**src/rtl/rv_core_pkg.sv**
```systemverilog
// Shared core-wide constants: datapath width, instruction size and default
// reset fetch address.
package rv_core_pkg;

  localparam int XLEN       = 32;
  localparam int INST_BYTES = 4;

  localparam logic [XLEN-1:0] RESET_PC_DEFAULT = 32'd0;

endpackage

```
**src/rtl/sync_fifo.sv**
```systemverilog
// Single-clock FIFO with registered occupancy and a synchronous flush.
// Read data is forced to zero while empty so that stale entries never leak.
module sync_fifo #(
  parameter int WIDTH = 32,
  parameter int DEPTH = 4
) (
  input  logic                   clk,
  input  logic                   rst_n,
  input  logic                   flush,
  input  logic                   wr_en,
  input  logic [WIDTH-1:0]       wr_data,
  input  logic                   rd_en,
  output logic [WIDTH-1:0]       rd_data,
  output logic                   empty,
  output logic [$clog2(DEPTH):0] count
);

  localparam int AW = $clog2(DEPTH);
  localparam logic [AW:0] FULL_COUNT = (AW+1)'(DEPTH);

  logic [WIDTH-1:0] mem [DEPTH];
  logic [AW-1:0]    wr_ptr;
  logic [AW-1:0]    rd_ptr;
  logic             full;
  logic             do_wr;
  logic             do_rd;

  assign empty = (count == '0);
  assign full  = (count == FULL_COUNT);

  // A write into a full FIFO is still accepted when a read frees a slot.
  assign do_rd = rd_en && !empty;
  assign do_wr = wr_en && (!full || do_rd);

  always_ff @(posedge clk or negedge rst_n) begin
    if (!rst_n) begin
      wr_ptr <= '0;
      rd_ptr <= '0;
      count  <= '0;
    end else if (flush) begin
      wr_ptr <= '0;
      rd_ptr <= '0;
      count  <= '0;
    end else begin
      if (do_wr) wr_ptr <= wr_ptr + AW'(1);
      if (do_rd) rd_ptr <= rd_ptr + AW'(1);
      case ({do_wr, do_rd})
        2'b10:   count <= count + (AW+1)'(1);
        2'b01:   count <= count - (AW+1)'(1);
        default: count <= count;
      endcase
    end
  end

  always_ff @(posedge clk) begin
    if (do_wr && !flush) mem[wr_ptr] <= wr_data;
  end

  assign rd_data = empty ? '0 : mem[rd_ptr];

endmodule

```
**src/rtl/instr_fetch_queue.sv**
```systemverilog
// Instruction fetch front end: issues sequential word fetches, tags them in
// order, buffers returned instructions for decode and handles redirects.
module instr_fetch_queue
  import rv_core_pkg::*;
#(
  parameter logic [31:0] RESET_PC = RESET_PC_DEFAULT,
  parameter int          DEPTH    = 4
) (
  input  logic            clk,
  input  logic            rst_n,
  input  logic [XLEN-1:0] in_pc,
  input  logic            pc_load,
  output logic            imem_req_valid,
  input  logic            imem_req_ready,
  output logic [XLEN-1:0] imem_req_addr,
  input  logic            imem_rsp_valid,
  input  logic [XLEN-1:0] imem_rsp_data,
  output logic            inst_valid,
  input  logic            inst_ready,
  output logic [XLEN-1:0] inst_data,
  output logic [XLEN-1:0] inst_pc
);

  localparam int CW = $clog2(DEPTH) + 1;

  logic [XLEN-1:0] fetch_pc;
  logic [CW-1:0]   outstanding;
  logic [CW-1:0]   drop_count;

  logic [XLEN-1:0] tag_rd_data;
  logic            tag_empty;
  logic [CW-1:0]   tag_count;
  logic            tag_full;

  logic            q_empty;
  logic [CW-1:0]   q_count;

  logic            credit_ok;
  logic            req_fire;
  logic            rsp_live;
  logic            rsp_keep;
  logic            pop;

  // Responses with no tag behind them (e.g. left over from before reset) are ignored.
  assign rsp_live = imem_rsp_valid && !tag_empty;
  assign rsp_keep = rsp_live && !pc_load && (drop_count == '0);

  // Every live request must have a guaranteed queue slot; dropped-but-unreturned
  // requests still hold tag FIFO entries, so the tag FIFO must have room too.
  assign credit_ok      = ({1'b0, outstanding} + {1'b0, q_count}) < (CW+1)'(DEPTH);
  assign tag_full       = (tag_count == CW'(DEPTH));
  assign imem_req_valid = rst_n && !pc_load && credit_ok && !tag_full;
  assign imem_req_addr  = fetch_pc;
  assign req_fire       = imem_req_valid && imem_req_ready;

  assign inst_valid = !q_empty;
  assign pop        = inst_valid && inst_ready && !pc_load;

  always_ff @(posedge clk or negedge rst_n) begin
    if (!rst_n) begin
      fetch_pc    <= RESET_PC;
      outstanding <= '0;
      drop_count  <= '0;
    end else if (pc_load) begin
      // Everything still in the tag FIFO after this cycle becomes stale.
      fetch_pc    <= in_pc;
      outstanding <= '0;
      drop_count  <= drop_count + outstanding - CW'(rsp_live);
    end else begin
      if (req_fire) fetch_pc <= fetch_pc + XLEN'(INST_BYTES);
      if (rsp_live && (drop_count != '0)) drop_count <= drop_count - CW'(1);
      outstanding <= outstanding + CW'(req_fire) - CW'(rsp_keep);
    end
  end

  sync_fifo #(
    .WIDTH (XLEN),
    .DEPTH (DEPTH)
  ) u_tag_fifo (
    .clk     (clk),
    .rst_n   (rst_n),
    .flush   (1'b0),
    .wr_en   (req_fire),
    .wr_data (fetch_pc),
    .rd_en   (rsp_live),
    .rd_data (tag_rd_data),
    .empty   (tag_empty),
    .count   (tag_count)
  );

  sync_fifo #(
    .WIDTH (2*XLEN),
    .DEPTH (DEPTH)
  ) u_inst_queue (
    .clk     (clk),
    .rst_n   (rst_n),
    .flush   (pc_load),
    .wr_en   (rsp_keep),
    .wr_data ({tag_rd_data, imem_rsp_data}),
    .rd_en   (pop),
    .rd_data ({inst_pc, inst_data}),
    .empty   (q_empty),
    .count   (q_count)
  );

  // The credit rule makes a kept response into a full queue impossible.
  assert property (@(posedge clk) disable iff (!rst_n) !(rsp_keep && (q_count == CW'(DEPTH))));

endmodule
```
**config.mk**
```make
export PLATFORM = sky130hd
export DESIGN_NAME = instr_fetch_queue
export DESIGN_NICKNAME = d
export VERILOG_FILES = /design/src/rtl/rv_core_pkg.sv /design/src/rtl/sync_fifo.sv /design/src/rtl/instr_fetch_queue.sv
export SDC_FILE = /design/constraint.sdc
export NUM_CORES = 1
export LEC_CHECK = 0
export ABC_AREA = 0
export CELL_PAD_IN_SITES_DETAIL_PLACEMENT = 0
export CELL_PAD_IN_SITES_GLOBAL_PLACEMENT = 1
export CORE_UTILIZATION = 45
export CTS_BUF_LIST = sky130_fd_sc_hd__clkbuf_16
export DETAILED_ROUTE_END_ITERATION = 7
export HOLD_SLACK_MARGIN = 0.08
export PLACE_DENSITY = 0.81
export SLEW_MARGIN = 25
export SYNTH_ARGS = -nofsm -noshare
export SYNTH_HDL_FRONTEND = slang
export SYNTH_SLANG_ARGS = --single-unit
```
**constraint.sdc**
```tcl
create_clock -name clk -period 9.75 [get_ports clk]
set_clock_uncertainty 0.1 [all_clocks]
set_input_delay 0.975 -clock clk [delete_from_list [all_inputs] [get_ports clk]]
set_output_delay 0.975 -clock clk [all_outputs]
set_load 0.05 [all_outputs]
```
==> results.md <==
- Later-pin clock latency in the skew report: 0.56 ns
- Outcome: finished, final reports clean
- Synth cell count leaders: edfxtp_1 (384), and2_1 (103), mux4_2 (96)
- Post-CTS Setup Bufs: 0
- Peak supply drop: 122 uV
- Commonest register cell after synthesis: edfxtp_1
- Die X: 201 um
- Buffers on Ports: 167
- Tcrit/Tclk final: 48.1%
- Worst min-delay path class: flop to flop
- Avg Synthesized Cell Area: 18.2 um^2
- Leading area contributor after synthesis: edfxtp_1
- Share of layout cells above drive strength 1: 16.3%
- TritonCTS buffer count: 45
- Peak Freq: 0.213 GHz
- R2R depth: 12
- I/O pin cnt: 168
- Final setup fails: 0
- Setup TNS: 0 ns
- Final Wtd Congestion: 0.762
- CP max FO: 36
- Critical path's largest stage delay: 0.90 ns
- Worst R2R End: outstanding[2]
- Worst path required time: 8.68 ns
- H-tree depth: 2
- R2R setup slack: 5.46 ns
- Reg2reg start: u_inst_queue.count[2]
- Area delta synth->final: 19.7%
- Synth Cell Area: 17800 um^2
- Worst slew margin: 32.6%
- RSZ-0062 raised after global routing: no
- # rows: 72
- Post-synth cell types: 53
- Wire length per cell: 20.4 um
- Diodes inserted: 0
- CTS clk-pin slew, worst paths: 0.06 ns
- CP max-delay cell: dfrtp_4
- Most frequent cell after synthesis: edfxtp_1
- Number of synthesized register bits: 436
- Worst Setup Path Type: flop to output port
- Nets: 1245
- Tightest Pin Transition: 1.01 ns
- Leakage: 7.10 nW
- DR DRC count: 0
- Top cell type's share of synthesized area: 64.7%
- Number of routed nets with antenna violations: 0
- Max_cap viols: 0
- FF+latch area: 12800 um^2
- Global-route wire length before repair: 54.8 mm
- Post-synth EDFFs: 384
- CTS sink count: 436
- 1st-iter DRT viols: 684
- Pwr dens: 254 nW/um^2
- Deepest clock path buffer count: 3
- CP arrival: 3.61 ns
- Core area: 38800 um^2
- CP Capture Point: inst_data[1]
- Synth area leaders: edfxtp_1 (65%), mux4_2 (12%), dfrtp_1 (7.3%)
- Critical path, cell by cell: buf_4, mux4_2, and2_1, clkdlybuf4s50_1
- GRT Resource Usage Total: 17.5%
- CTS root buf: clkbuf_16
- Warnings, synthesis: 0
- Fill cells: 2993
- Largest net degree at the start of global routing: 68
- Setup crit end kind: output port
- DRT Pass-1 Iters: 5
- Async set-or-reset flop fraction in the synthesized netlist: 11.9%
- Cells after synthesis: 980
- Hold Slack: 0.370 ns
- Post-cts sizing count: 0
- Die Ht: 201 um
- Vias in the first global route: 9649
- DR vias: 9244
- Routed wire length: 34.8 mm
- # hold bufs at CTS: 0
- Sequential area share after synthesis: 72.0%
- Initial antenna violation count: 0
- CTS tree: built
- Grt total ovfl: 0
- Starting Density: 45.9%
- Synth Net Count: 1073
- Slew Viols, Final: 0
- Minimum clock period: 4.69 ns
- Final Hold Fails: 0
- Post-DP HPWL: 20.4 mm
- Multi-input gate area: 4650 um^2
- Worst setup path startpoint: u_inst_queue.rd_ptr[0]
- Vias per Instance: 5.42
- Die area: 40400 um^2
- CP Launch Type: flop
## placed cells by master (no fill, tap or decap), types with 4 or more instances in the layout
cell type        Yosys  final
a21o_1               5      5
a21oi_1              9      9
a221o_1              8      8
a22oi_1              4      4
and2_1             103     99
and2_2               0      4
and3_2               0      4
buf_4                0     11
clkbuf_16            0     45
clkdlybuf4s50_1      0    165
clkinv_1             1      6
clkinv_2             0      6
dfrtp_1             52     48
edfxtp_1           384    384
fa_1                 4      4
ha_1                19     19
inv_1               29     46
mux2_2               6      6
mux2i_1              7      7
mux4_2              96     96
nand2_1             35     35
nand3_1             19     19
nand4_1             11     11
nor2_1              23     23
nor3_1              13     13
o211ai_1             9      9
o21ai_0             13     13
or3_1                7      6
or4_1                7      7
xnor2_1             15     15
xor2_1               7      7
## sequential cells by signal (all words and copies together) (netlist names), 3 cells and up
signal / count
u_inst_queue.count: 3
imem_req_addr: 32
outstanding: 3
u_inst_queue.mem: 256
u_tag_fifo.mem: 128
drop_count: 3
u_tag_fifo.count: 3
## cell families after synthesis
family / share of synthesized area [%]
AOI/OAI and AO/OA: 2.61
xor gates and xnor gates: 1.08
adders and majority gates: 1.78
buffers and inverters: 2.01
DFF: 72.0
muxes: 12.9
and+or+nand+nor: 7.65
## report_power, final
group          internal, mW  total (mW)  switching, mW
combinational         0.601        1.45          0.848
clock                 0.868        1.55          0.681
sequential             2.27        2.42          0.151
## critical path, delay by kind of cell, from the launching register on
family / cells / cell delay (ns)
buf+inv: 2 / 1.35
mux: 1 / 0.59
flops: 1 / 0.90
simple gates: 1 / 0.18
## final cells by class
class | count | share of cell area, %
inverters | 31 | 0.545
clock buffers | 45 | 5.28
repair buffers | 178 | 8.17
clock inverters | 36 | 1.02
multi-input cells | 460 | 21.8
well taps | 518 | 3.04
flip-flops and latches | 436 | 60.2
## routing by layer
metal  part of all wire, %  routed length [um]  GRT usage, %
met5                     0                   0             0
met4                   1.8                 626          4.31
met3                   5.8                2000          3.21
met2                    48               16600          28.1
met1                    45               15600          24.9
## worst min path at each step
stage	from	to	slack, ns	cells after the start
6_report	u_tag_fifo.rd_ptr[0]	u_tag_fifo.rd_ptr[0]	0.37	1
4_1_cts	u_tag_fifo.rd_ptr[0]	u_tag_fifo.rd_ptr[0]	0.37	1
3_3_place_gp	u_tag_fifo.rd_ptr[0]	u_tag_fifo.rd_ptr[0]	0.36	1
3_5_place_dp	u_tag_fifo.rd_ptr[0]	u_tag_fifo.rd_ptr[0]	0.36	1
5_1_grt	u_tag_fifo.rd_ptr[0]	u_tag_fifo.rd_ptr[0]	0.37	1
2_1_floorplan	u_tag_fifo.count[2]	u_tag_fifo.count[2]	0.35	1
## metrics by stage
step	std cells	setup WS, ns	total power, mW	instance area (um^2)	util (%)
3_5_place_dp	1623	4.58	3.93	20000	51.5
2_1_floorplan	980	6.06	3.47	17800	-
6_report	1704	5.06	5.42	21300	55.0
5_1_grt	1704	4.79	5.67	21300	55.0
4_1_cts	1704	4.93	5.49	21300	55.0
3_3_place_gp	1623	4.66	3.91	20000	51.5
Power figures use the tool's default switching activity.
